File: src/rtl/issue_rat_prf_redeemer.sv
// Release queue feeding the rename freelist: holds freed PRFs until their flush group
// commits, drops them when it is abandoned. Optional `ISSUE_RAT_REDEEMER_DUP_CHECK_EN adds o_dup_error.
module issue_rat_prf_redeemer #(
    parameter int DEPTH_LOG2 = 4,
    parameter int PRF_WIDTH  = 6,
    parameter int FGR_WIDTH  = 3
) (
    input  logic                  clk,
    input  logic                  resetn,
    input  logic [PRF_WIDTH-1:0]  i_release_prf,
    input  logic [FGR_WIDTH-1:0]  i_release_fgr,
    input  logic                  i_release_fgr_speculative,
    input  logic                  i_release_valid,
    output logic                  o_release_ready,
    output logic [PRF_WIDTH-1:0]  o_redeemed_prf,
    output logic                  o_redeemed_valid,
    input  logic                  i_redeemed_ready,
    input  logic [FGR_WIDTH-1:0]  i_commit_fgr,
    input  logic                  i_commit_valid,
    input  logic [FGR_WIDTH-1:0]  i_abandon_fgr,
    input  logic                  i_abandon_valid,
    output logic [DEPTH_LOG2:0]   o_count
`ifdef ISSUE_RAT_REDEEMER_DUP_CHECK_EN
    ,
    output logic                  o_dup_error
`endif
);

    localparam int DEPTH = 1 << DEPTH_LOG2;

    typedef logic [DEPTH_LOG2:0]   ptr_t;
    typedef logic [DEPTH_LOG2-1:0] idx_t;

    ptr_t wptr, rptr, count;
    idx_t widx, ridx;

    logic [PRF_WIDTH-1:0] prf_mem [DEPTH];
    logic [FGR_WIDTH-1:0] fgr_mem [DEPTH];
    logic [DEPTH-1:0]     spec_q, killed_q;
    logic [DEPTH-1:0]     slot_valid, commit_hit, abandon_hit;

    logic full, empty, push, pop;
    logic push_commit_hit, push_abandon_hit;

    assign widx  = wptr[DEPTH_LOG2-1:0];
    assign ridx  = rptr[DEPTH_LOG2-1:0];
    assign count = wptr - rptr;
    assign empty = (wptr == rptr);
    assign full  = (wptr[DEPTH_LOG2] != rptr[DEPTH_LOG2]) && (widx == ridx);

    assign push = i_release_valid && !full;

    // A killed head drains silently; a live speculative head blocks everything behind it.
    assign o_redeemed_valid = !empty && !killed_q[ridx] && !spec_q[ridx];
    assign pop = !empty && (killed_q[ridx] || (!spec_q[ridx] && i_redeemed_ready));

    assign o_redeemed_prf  = o_redeemed_valid ? prf_mem[ridx] : '0;
    assign o_release_ready = !full;
    assign o_count         = count;

    assign push_abandon_hit = i_abandon_valid && (i_release_fgr == i_abandon_fgr);
    assign push_commit_hit  = i_commit_valid && (i_release_fgr == i_commit_fgr);

    // NOTE: every always_comb output gets a default before the loop so no latch is inferred.
    always_comb begin
        slot_valid  = '0;
        commit_hit  = '0;
        abandon_hit = '0;
        for (int i = 0; i < DEPTH; i++) begin
            slot_valid[i]  = {1'b0, idx_t'(idx_t'(i) - ridx)} < count;
            abandon_hit[i] = slot_valid[i] && spec_q[i] && i_abandon_valid &&
                             (fgr_mem[i] == i_abandon_fgr);
            commit_hit[i]  = slot_valid[i] && spec_q[i] && i_commit_valid &&
                             (fgr_mem[i] == i_commit_fgr);
        end
    end

    // NOTE: sequential state uses non-blocking assignments so every flop samples pre-edge values.
    always_ff @(posedge clk or negedge resetn) begin
        if (!resetn) begin
            wptr <= '0;
            rptr <= '0;
        end else begin
            if (push) wptr <= wptr + 1'b1;
            if (pop)  rptr <= rptr + 1'b1;
        end
    end

    // Abandon takes priority over a same-group commit in the same cycle.
    always_ff @(posedge clk or negedge resetn) begin
        if (!resetn) begin
            spec_q   <= '0;
            killed_q <= '0;
        end else begin
            for (int i = 0; i < DEPTH; i++) begin
                if (push && (idx_t'(i) == widx)) begin
                    spec_q[i]   <= i_release_fgr_speculative && !(push_commit_hit && !push_abandon_hit);
                    killed_q[i] <= i_release_fgr_speculative && push_abandon_hit;
                end else if (abandon_hit[i]) begin
                    killed_q[i] <= 1'b1;
                end else if (commit_hit[i]) begin
                    spec_q[i] <= 1'b0;
                end
            end
        end
    end

    // NOTE: payload storage is not reset; the reset flags and pointers make stale contents unreachable.
    always_ff @(posedge clk) begin
        if (push) begin
            prf_mem[widx] <= i_release_prf;
            fgr_mem[widx] <= i_release_fgr;
        end
    end

`ifdef ISSUE_RAT_REDEEMER_DUP_CHECK_EN
    logic dup_hit;

    always_comb begin
        dup_hit = 1'b0;
        for (int i = 0; i < DEPTH; i++) begin
            if (slot_valid[i] && !killed_q[i] && (prf_mem[i] == i_release_prf)) dup_hit = 1'b1;
        end
    end

    always_ff @(posedge clk or negedge resetn) begin
        if (!resetn)             o_dup_error <= 1'b0;
        else if (push && dup_hit) o_dup_error <= 1'b1;
    end
`endif

endmodule
File: config.mk
export PLATFORM = sky130hd
export DESIGN_NAME = issue_rat_prf_redeemer
export DESIGN_NICKNAME = d
export VERILOG_FILES = /design/src/rtl/issue_rat_prf_redeemer.sv
export SDC_FILE = /design/constraint.sdc
export NUM_CORES = 1
export LEC_CHECK = 0
export BUFFER_PORTS_ARGS = -buffer_cell sky130_fd_sc_hd__buf_4
export CAP_MARGIN = 0
export CORE_MARGIN = 2
export CORE_UTILIZATION = 56
export CTS_CLUSTER_DIAMETER = 30
export DETAILED_ROUTE_END_ITERATION = 10
export PLACE_DENSITY = 0.76
export REMOVE_ABC_BUFFERS = 1
export SYNTH_ARGS = -nofsm -noshare
export SYNTH_HDL_FRONTEND = slang
export SYNTH_SLANG_ARGS = --single-unit
File: constraint.sdc
create_clock -name clk -period 3.8 [get_ports clk]
set_input_delay 0.76 -clock clk [delete_from_list [all_inputs] [get_ports clk]]
set_output_delay 0.76 -clock clk [all_outputs]
set_load 0.1 [all_outputs]
==> metrics.log, run 1 <==
[metrics] sequential-to-total area share from yosys stat: 55.12%
[metrics] most used flip-flop cell after synthesis: edfxtp_1
[metrics] average footprint of a synthesized cell: 13.85 sq um
[metrics] initial core utilization: 56.77%
[metrics] clock sink total: 186
[metrics] CP endpoint: o_redeemed_prf[0]
[metrics] post-detailed-routing wire length: 23.03 mm
[metrics] maximum number of pins on one net before global-route repair: 43
[metrics] required time of the worst setup path: 3040 ps
[metrics] Least-Margin Pin Slew: approximately 850 ps
[metrics] layout cell share with drive strength beyond 1: 18.77%
[metrics] maximum net fanout on the critical path: 20
[metrics] CTS tree: built
[metrics] delay-heaviest family, CP: multiplexers
[metrics] count leader, synth: edfxtp_1
[metrics] TritonCTS Buffers: 17
[metrics] GRT Util Overall: 26.28%
[metrics] worst slew margin relative to its limit: a little over two fifths
[metrics] data arrival time of the critical path: 2930 ps
[metrics] ratio of routed vias to standard cells: 6.193
[metrics] path length in cells of the critical path: 5
[metrics] total cell area at the placement stage: 10300 sq um
[metrics] Horiz. Die Dim: 136.0 um
[metrics] achievable frequency: 270.8 MHz
[metrics] worst path buffer plus inverter count: 2
[metrics] post-synth design cell area: 9752 sq um
[metrics] Nets: 793
[metrics] number of buffers added for setup after CTS: 0
[metrics] RSZ-0062 raised after global routing: no
[metrics] slack of the worst reg-to-reg path: 360 ps
[metrics] post-route clock period utilization: between 90% and 100%
[metrics] FF+latch count, synth: 186
[metrics] antenna diode count: 0
[metrics] Cell variety after synth: 58
[metrics] share of flip-flops with an asynchronous set or reset: about 23%
[metrics] clock-pin slew on the worst setup and hold paths: 80 ps
[metrics] I/O pin count: 35
[metrics] # DRC: 0
[metrics] number of global-route vias before repair: around 6300
[metrics] Final Skew: 11.91 ps
[metrics] placer congestion estimate: 0.9212
[metrics] clock root buffer: clkbuf_16
[metrics] delay contributed by the slowest stage of the critical path: 650 ps
[metrics] worst-path cell chain: buf_4 -> mux4_1 -> mux4_2 -> and3_1 -> buf_4
[metrics] H-Tree Level Count: 4
[metrics] count of flip-flops with a built-in enable after synthesis: 144
[metrics] Max Cap Violations: 0
[metrics] clock period minus worst slack: 3693 ps
[metrics] r2r startpoint: wptr[0]$_DFFE_PN0P_
[metrics] final hold violations: 0
[metrics] WL/cell: 23.34 um
[metrics] critical path type: reg2out
[metrics] growth of design area from synthesis to finish: 11.96%
[metrics] critical path's most frequent cell: buf_4
[metrics] leading cell types by count after synthesis: 144 x edfxtp_1, 83 x xnor2_1, 42 x dfrtp_1, 42 x xor2_1, 38 x nand2_1
[metrics] final non-filler cell area: about 11000 sq um
[metrics] worst setup path startpoint: rptr[0]$_DFFE_PN0P_
[metrics] Post-Synthesis Cells: 704
[metrics] Final HPWL DP: around 16 mm
[metrics] wire length of the first global-routing pass: about 35 mm
[metrics] Worst setup EP type: primary output
[metrics] slowest stage cell, crit path: mux4_1
[metrics] Buffers on Ports: 34
[metrics] maximum clock path buffer count: 2
[metrics] worst reg2reg path depth: 12
[metrics] startpoint type of the worst setup path: register
[metrics] Die Height: 136.0 um
[metrics] final-report max-slew violation count: 0
[metrics] first-pass iteration count of the detailed router: 5
[metrics] Die Footprint: 18490 sq um
[metrics] result of the run: completed
[metrics] count of final setup violators: 0
[metrics] insertion delay to the later sink of the worst-skew pair: between 400 and 500 ps
[metrics] top-area cell type share of the netlist area: 44.34%
[metrics] largest area contributor in the synthesized netlist: edfxtp_1
[metrics] Std-Cell Rows: 48
[metrics] 1st-iter DRT viols: 506
[metrics] antenna violations before repair: 0
[metrics] residual antenna-violating net count after detailed routing: 0
[metrics] ranking of synthesized cells by area: edfxtp_1 44%, dfrtp_1 11%, xnor2_1 7.5%
[metrics] GR Overflow Total: 0
[metrics] placeable core area: 17180 sq um
[metrics] Synth warnings: 0
[metrics] end of the worst register-to-register path: killed_q[4]$_DFFE_PN0P_
[metrics] number of buffers inserted for hold repair after clock tree synthesis: 0
[metrics] Hold Path Class: in2async
[metrics] total vias in the final route: between 6000 and 7000
==> cell usage in the layout (no fill, tap or decap), types with 3 or more instances in the layout <==
master / Yosys / routed
nand2b_1: 5 / 5
nor3_1: 16 / 14
buf_4: 0 / 62
nor2_1: 33 / 32
xor2_1: 42 / 42
nand3_1: 6 / 6
inv_6: 0 / 4
nand4_1: 27 / 27
nor3_2: 3 / 5
mux2i_1: 15 / 15
nor2b_1: 8 / 8
ha_1: 21 / 21
maj3_1: 3 / 3
clkbuf_16: 0 / 17
inv_1: 15 / 15
clkinv_8: 0 / 4
a21oi_1: 20 / 20
xnor2_1: 83 / 82
o22ai_1: 9 / 9
mux2_2: 13 / 13
and3_1: 7 / 6
dfrtp_1: 42 / 41
nand2_1: 38 / 38
o31ai_1: 7 / 7
inv_8: 0 / 3
edfxtp_1: 144 / 144
o21ai_0: 18 / 18
mux4_2: 14 / 14
o31a_1: 9 / 9
a21o_1: 8 / 8
or3b_2: 6 / 6
mux4_1: 24 / 24
==> kinds of logic after synthesis <==
logic type                 synth area share (%)
adders and majority gates                 3.208
buffers and inverters                     2.810
AOI/OAI and AO/OA                         6.146
and+or+nand+nor                           8.584
muxes                                     12.74
xor gates and xnor gates                  11.39
DFF                                       55.12
==> routing by layer <==
| metal | part of all wire [%] | GRT usage (%) | up-vias | routed length, um |
|---|---|---|---|---|
| li1 | - | - | 2745 | - |
| met1 | 40 | 33.73 | 3070 | 9244 |
| met2 | 49 | 43.32 | 235 | 11340 |
| met3 | 7.2 | 6.339 | 62 | 1657 |
| met4 | 3.4 | 10.53 | 0 | 791 |
| met5 | 0 | 0 | - | 0 |
==> state kept, by name, summed over array words and instances, names as in the netlist <==
name,cells
killed_q,16
rptr,5
spec_q,16
fgr_mem,48
wptr,5
prf_mem,96
==> cell type report <==
class / count / area [sq um]
clock buffers: 18 / 439.2
clock inverters: 14 / 167.7
fillers: 1278 / 6259
inverters: 17 / 63.81
multi-input cells: 465 / 4124
flip-flops and latches: 186 / 5376
well taps: 225 / 281.5
repair buffers: 62 / 465.4
==> worst min path at each step <==
stage / to / slack (ps) / cells after the start
finish: killed_q[12]$_DFFE_PN0P_ / 310 / 1
global route: killed_q[12]$_DFFE_PN0P_ / 330 / 1
CTS: killed_q[12]$_DFFE_PN0P_ / 320 / 1
detailed placement: killed_q[5]$_DFFE_PN0P_ / 480 / 2
global placement: killed_q[5]$_DFFE_PN0P_ / 470 / 2
floorplan: killed_q[0]$_DFFE_PN0P_ / 460 / 0
==> per-stage QoR <==
step / worst slack [ps] / hold slack (ps) / TNS (ps) / util [%] / instances
final: 106.8 / 305.3 / 0 / 63.56 / 987
after floorplan: -808.7 / 457.4 / -29570 / - / 668
after global routing: 22.09 / 333.5 / 0 / 63.56 / 987
after CTS: 82.28 / 324.5 / 0 / 63.51 / 987
after detailed placement: 461.2 / 477.7 / 0 / 59.97 / 955
after global placement: 529.0 / 473.7 / 0 / 59.97 / 955
==> worst register-to-register path, delay by kind of cell (launching register included) <==
| kind | cells | cell delay, ps |
|---|---|---|
| buf+inv | 3 | 370 |
| flops | 1 | 460 |
| fa+ha+maj | 3 | 1000 |
| compound gates | 4 | 1180 |
| simple gates | 2 | 280 |
==> timing repair <==
action                                  4_1_cts  5_1_grt
endpoints found under the setup margin        6        7
pin swaps                                     0        0
gates resized for setup                       1        2
Power of run 1 is left out: the tool's default activity adds up to more than one toggle a clock period on the data nets, which glitch-free logic cannot reach.
==> inputs of run 2 (changes only) <==
--- a/config.mk
+++ b/config.mk
@@ -11,7 +11,7 @@
 export CORE_UTILIZATION = 56
 export CTS_CLUSTER_DIAMETER = 30
 export DETAILED_ROUTE_END_ITERATION = 10
-export PLACE_DENSITY = 0.76
+export PLACE_DENSITY = 0.81
 export REMOVE_ABC_BUFFERS = 1
 export SYNTH_ARGS = -nofsm -noshare
 export SYNTH_HDL_FRONTEND = slang
==> run 2 against run 1 <==
Effect of this change: maximum frequency increased by 1.0%; routed wire length increased by 1.7%; non-clock buffer count decreased by 1; sequential share of layout area increased by 0.096 points; clock skew decreased by 1.2 ps; core utilization decreased by 0.12 points; global-route usage increased by 0.16 points; critical path depth unchanged; die area unchanged; setup slack improved by 38 ps; via count increased by 3.1%.
==> metrics.log, run 2 (synthesis gave the netlist of run 1 again) <==
[metrics] result of the run: completed
[metrics] top routing layer in use: met4
[metrics] ratio of routed vias to standard cells: 6.392 (+3.2%)
[metrics] most frequent cells in the layout: 144 x edfxtp_1, 83 x xnor2_1, 61 x buf_4, 42 x xor2_1, 41 x dfrtp_1
[metrics] largest registers: prf_mem: 96 flops, fgr_mem: 48 flops
[metrics] required time of the worst setup path: 3040 ps (about the same)
[metrics] number of global-route vias before repair: 6247 (-0.16%)
[metrics] residual antenna-violating net count after detailed routing: 0 (unchanged)
[metrics] Std-Cell Rows: 48 (unchanged)
[metrics] post-detailed-routing wire length: 23.43 mm (+1.7%)
[metrics] first-pass iteration count of the detailed router: 5 (unchanged)
[metrics] initial core utilization: 56.77% (unchanged)
[metrics] maximum clock path buffer count: 2 (unchanged)
[metrics] GRT Util Overall: 26.44% (+0.16 points)
[metrics] GR Overflow Total: 0 (unchanged)
[metrics] most flop-heavy register: prf_mem
[metrics] count of final setup violators: 0 (unchanged)
[metrics] number of buffers added for setup after CTS: 0 (unchanged)
[metrics] growth of design area from synthesis to finish: 11.74%
[metrics] worst slew margin relative to its limit: 37.12% (-6.4 points)
[metrics] non-filler cells, final: 986 (-0.10%)
[metrics] r2r startpoint: rptr[1]$_DFFE_PN0P_
[metrics] met2 wire length: 11.68 mm (+2.9%)
[metrics] met1 routed wirelength after detailed routing: 9.609 mm (+3.9%)
[metrics] maximum number of pins on one net before global-route repair: 43 (unchanged)
[metrics] worst reg2reg path depth: 9 (-3)
[metrics] data arrival time of the critical path: 2890 ps (-40 ps)
[metrics] clock-pin slew on the worst setup and hold paths: 80 ps (about the same)
[metrics] number of buffers inserted for hold repair after clock tree synthesis: 0 (unchanged)
[metrics] worst setup path startpoint: rptr[0]$_DFFE_PN0P_
[metrics] WHS: 306.7 ps (+1.425 ps)
[metrics] Buffers on Ports: 34 (unchanged)
[metrics] detailed-routed wire length on met3: 1.511 mm (-8.8%)
[metrics] WL/cell: 23.77 um (+1.8%)
[metrics] startpoint type of the worst setup path: register
[metrics] Die Height: 136.0 um (unchanged)
[metrics] clock sink total: 186 (unchanged)
[metrics] Nets: 792 (-0.13%)
[metrics] H-Tree Level Count: 4 (unchanged)
[metrics] CTS tree: built
[metrics] final-report max-slew violation count: 0 (unchanged)
[metrics] TritonCTS Buffers: 17 (unchanged)
[metrics] commonest non-fill, non-tap cell in the layout: edfxtp_1
[metrics] total vias in the final route: 6303 (+3.1%)
[metrics] Final Skew: 10.76 ps (-1.154 ps)
[metrics] I/O pin count: 35 (unchanged)
[metrics] Least-Margin Pin Slew: 939.7 ps (+93.20 ps)
[metrics] placeable core area: 17180 sq um (unchanged)
[metrics] achievable frequency: 273.6 MHz (+1.0%)
[metrics] final hold violations: 0 (unchanged)
[metrics] 1st-iter DRT viols: 420 (-17%)
[metrics] # DRC: 0 (unchanged)
[metrics] insertion delay to the later sink of the worst-skew pair: 440 ps (about the same)
[metrics] Hold Path Class: in2async
[metrics] layout cell share with drive strength beyond 1: 18.40% (-0.37 points)
[metrics] Max Cap Violations: 0 (unchanged)
[metrics] maximum net fanout on the critical path: 20 (unchanged)
[metrics] critical path type: reg2out
[metrics] number of cells after detailed placement: 954 (-0.10%)
[metrics] placer congestion estimate: 0.9629 (+4.5%)
[metrics] Horiz. Die Dim: 136.0 um (unchanged)
[metrics] Final HPWL DP: 15.64 mm (+0.39%)
[metrics] post-route clock period utilization: 96.18% (-1.0 points)
[metrics] clock root buffer: clkbuf_16
[metrics] antenna diode count: 0 (unchanged)
[metrics] Worst setup EP type: primary output
[metrics] number of flip-flops in the largest register: 96 (unchanged)
[metrics] Die Footprint: 18490 sq um (unchanged)
[metrics] wire length of the first global-routing pass: 35.77 mm (+1.6%)
[metrics] clock period minus worst slack: 3655 ps (-38.23 ps)
[metrics] antenna violations before repair: 0 (unchanged)
[metrics] RSZ-0062 raised after global routing: no
run 2: critical path: stages (launching register included):
cell and delay (ps):
dfrtp_2 540, buf_4 400, mux4_1 620, mux4_2 470, and3_1 190, buf_4 230
run 2: worst paths after layout:
check                                            to  slack [ps]
setup / recovery                  o_redeemed_prf[0]         150
hold / removal             killed_q[13]$_DFFE_PN0P_         310
setup reg to reg             spec_q[11]$_DFFE_PN0P_         290
hold reg to reg                 rptr[4]$_DFFE_PN0P_         490
max in group asynchronous       rptr[0]$_DFFE_PN0P_        3060
min in group clk                rptr[4]$_DFFE_PN0P_         490
run 2: per-layer routing:
| metal | global-route usage [%] | vias up |
|---|---|---|
| li1 | - | 2750 |
| met1 | 35.88 | 3236 |
| met2 | 42.76 | 268 |
| met3 | 5.108 | 49 |
| met4 | 9.838 | 0 |
| met5 | 0 | - |
run 2: timing repair:
item,in CTS,in global routing
resized for setup,1,2
setup endpoints to repair,6,2
hold endpoints to repair,0,0
run 2: layout make-up:
cell class / instances / area [sq um]
inverters: 17 / 63.81
clock buffers: 18 / 429.2
clock inverters: 14 / 167.7
fillers: 1250 / 6280
flip-flops and latches: 186 / 5376
repair buffers: 61 / 457.9
multi-input cells: 465 / 4120
well taps: 225 / 281.5
run 2: stage by stage:
stage	cell area, sq um	utilization [%]	TNS [ps]	worst slack (ps)
6_report	10900	63.44	0	145.0
5_1_grt	10900	63.44	0	7.806
4_1_cts	10890	63.41	0	53.96
3_5_place_dp	10290	59.92	0	363.5
3_3_place_gp	10290	59.92	0	552.3
2_1_floorplan	9542	-	-29570	-808.7
Power of run 2 is left out for the same reason.
==> inputs of run 3 (changes only) <==
--- a/config.mk
+++ b/config.mk
@@ -5,7 +5,7 @@
 export SDC_FILE = /design/constraint.sdc
 export NUM_CORES = 1
 export LEC_CHECK = 0
-export BUFFER_PORTS_ARGS = -buffer_cell sky130_fd_sc_hd__buf_4
+export BUFFER_PORTS_ARGS = -buffer_cell sky130_fd_sc_hd__buf_2
 export CAP_MARGIN = 0
 export CORE_MARGIN = 2
 export CORE_UTILIZATION = 56
==> run 3 against run 2 <==
Effect of this change: global-route usage rose by 0.26 points; setup slack improved by 0.72 ps; final cell count increased by 0.61%; critical path depth grew 1; via count is 0.94% lower; die area is the same; critical path type unchanged.
==> metrics.log, run 3 (synthesis gave the netlist of run 1 again) <==
[metrics] most flop-heavy register: prf_mem
[metrics] WHS: 487.4 ps (+180.6 ps)
[metrics] Final Skew: 10.51 ps (-0.2520 ps)
[metrics] worst-path cell chain: buf_12 -> mux4_1 -> nand2_1 -> and3_1 -> and3_1 -> buf_12
[metrics] Nets: 799 (+0.88%)
[metrics] largest registers: prf_mem: 96 flops, fgr_mem: 48 flops
[metrics] Std-Cell Rows: 48 (unchanged)
[metrics] final-report max-slew violation count: 0 (unchanged)
[metrics] achievable frequency: 273.7 MHz (about the same)
[metrics] antenna diode count: 0 (unchanged)
[metrics] maximum number of pins on one net before global-route repair: 43 (unchanged)
[metrics] insertion delay to the later sink of the worst-skew pair: 440 ps (about the same)
[metrics] number of buffers added for setup after CTS: 0 (unchanged)
[metrics] commonest non-fill, non-tap cell in the layout: edfxtp_1
[metrics] Die Height: 136.0 um (unchanged)
[metrics] required time of the worst setup path: 3040 ps (about the same)
[metrics] most frequent cells in the layout: 144 x edfxtp_1, 83 x xnor2_1, 42 x xor2_1, 40 x dfrtp_1, 38 x nand2_1
[metrics] post-detailed-routing wire length: 23.27 mm (-0.70%)
[metrics] critical path type: reg2out
[metrics] clock sink total: 186 (unchanged)
[metrics] RSZ-0062 raised after global routing: no
[metrics] Die Footprint: 18490 sq um (unchanged)
[metrics] Horiz. Die Dim: 136.0 um (unchanged)
[metrics] final hold violations: 0 (unchanged)
[metrics] startpoint type of the worst setup path: register
[metrics] # DRC: 0 (unchanged)
[metrics] GR Overflow Total: 0 (unchanged)
[metrics] first-pass iteration count of the detailed router: 5 (unchanged)
[metrics] Least-Margin Pin Slew: 994.8 ps (+55.04 ps)
[metrics] wire length of the first global-routing pass: 36.20 mm (+1.2%)
[metrics] post-route clock period utilization: 96.16% (about the same)
[metrics] residual antenna-violating net count after detailed routing: 0 (unchanged)
[metrics] GRT Util Overall: 26.70% (+0.26 points)
[metrics] delay contributed by the slowest stage of the critical path: 620 ps (about the same)
[metrics] count of final setup violators: 0 (unchanged)
[metrics] number of flip-flops in the largest register: 96 (unchanged)
[metrics] 1st-iter DRT viols: 455 (+8.3%)
[metrics] placer congestion estimate: 0.9503 (-1.3%)
[metrics] setup slack after layout: 145.7 ps (+0.7200 ps)
[metrics] WL/cell: 23.46 um (-1.3%)
[metrics] antenna violations before repair: 0 (unchanged)
[metrics] growth of design area from synthesis to finish: 12.74%
[metrics] number of cells after detailed placement: 961 (+0.73%)
[metrics] final non-filler cell area: 10990 sq um (+0.90%)
[metrics] total cell area at the placement stage: 10410 sq um (+1.1%)
[metrics] slowest stage cell, crit path: dfrtp_2
[metrics] TritonCTS Buffers: 17 (unchanged)
[metrics] Worst setup EP type: primary output
[metrics] result of the run: completed
[metrics] placeable core area: 17180 sq um (unchanged)
[metrics] initial core utilization: 56.77% (unchanged)
[metrics] Final HPWL DP: 15.50 mm (-0.90%)
[metrics] storage element area: 5378 sq um (about the same)
[metrics] layout cell share with drive strength beyond 1: 19.17% (+0.77 points)
[metrics] combined area of the multi-input logic cells: 4115 sq um (-0.12%)
[metrics] worst slew margin relative to its limit: 33.68% (-3.4 points)
[metrics] number of global-route vias before repair: 6333 (+1.4%)
[metrics] number of inserted filler cells in the final layout: 1242 (-0.64%)
[metrics] total vias in the final route: 6244 (-0.94%)
[metrics] non-filler cells, final: 992 (+0.61%)
[metrics] data arrival time of the critical path: 2890 ps (about the same)
[metrics] Hold Path Class: in2async
[metrics] H-Tree Level Count: 4 (unchanged)
[metrics] I/O pin count: 35 (unchanged)
[metrics] clock-pin slew on the worst setup and hold paths: 70 ps (about the same)
[metrics] maximum net fanout on the critical path: 25 (+25%)
[metrics] DP Worst Slack: 355.7 ps (-7.814 ps)
[metrics] ratio of routed vias to standard cells: 6.294 (-1.5%)
[metrics] Max Cap Violations: 0 (unchanged)
[metrics] CTS tree: built
[metrics] clock root buffer: clkbuf_16
[metrics] Buffers on Ports: 34 (unchanged)
[metrics] maximum clock path buffer count: 2 (unchanged)
[metrics] clock period minus worst slack: 3654 ps (-0.7200 ps)
run 3: worst paths after layout:
check / cells past startpoint / endpoint / start / slack [ps]
worst max-delay path: 6 / o_redeemed_prf[5] / rptr[0]$_DFFE_PN0P_ / 150
min in group clk: 1 / wptr[4]$_DFFE_PN0P_ / wptr[4]$_DFFE_PN0P_ / 490
worst min register to register: 1 / wptr[4]$_DFFE_PN0P_ / wptr[4]$_DFFE_PN0P_ / 490
max in group asynchronous: 1 / rptr[0]$_DFFE_PN0P_ / resetn / 2640
worst min-delay path: 1 / spec_q[15]$_DFFE_PN0P_ / resetn / 490
worst max register to register: 10 / killed_q[7]$_DFFE_PN0P_ / rptr[0]$_DFFE_PN0P_ / 460
run 3: worst max-delay path: cells and delay by family (launching register included):
| kind | cells | cell delay [ps] |
|---|---|---|
| flip-flops | 1 | 620 |
| buffers and inverters | 2 | 460 |
| AND/OR/NAND/NOR | 3 | 790 |
| multiplexers | 1 | 570 |
run 3: final cells by class:
type / count / share of cell area [%]
clock buffer: 17 / 3.869
clock inverter: 14 / 1.434
inverter: 17 / 0.5804
multi-input combinational: 465 / 37.43
sequential: 186 / 48.91
tap: 225 / 2.561
timing repair buffer: 68 / 5.212
run 3: metrics by stage:
| step | util, % | setup TNS (ps) |
|---|---|---|
| 6_report | 64.01 | 0 |
| 5_1_grt | 64.01 | 0 |
| 4_1_cts | 64.00 | 0 |
| 3_5_place_dp | 60.59 | 0 |
| 3_3_place_gp | 60.59 | 0 |
| 2_1_floorplan | - | -29570 |
run 3: metal layers:
metal	wire (um)	global-route usage, %	vias up
met4	744	10.13	0
met2	11300	43.94	318
met5	0	0	-
met1	9295	35.30	3088
met3	1925	5.369	72
li1	-	-	2766
run 3: what timing repair did:
action / CTS / global route
endpoints found under the setup margin: 6 / 8
hold endpoints to repair: 0 / 0
hold buffers: 0 / 0
pin swaps: 0 / 0
gates resized for setup: 1 / 2
Power of run 3 is left out for the same reason.
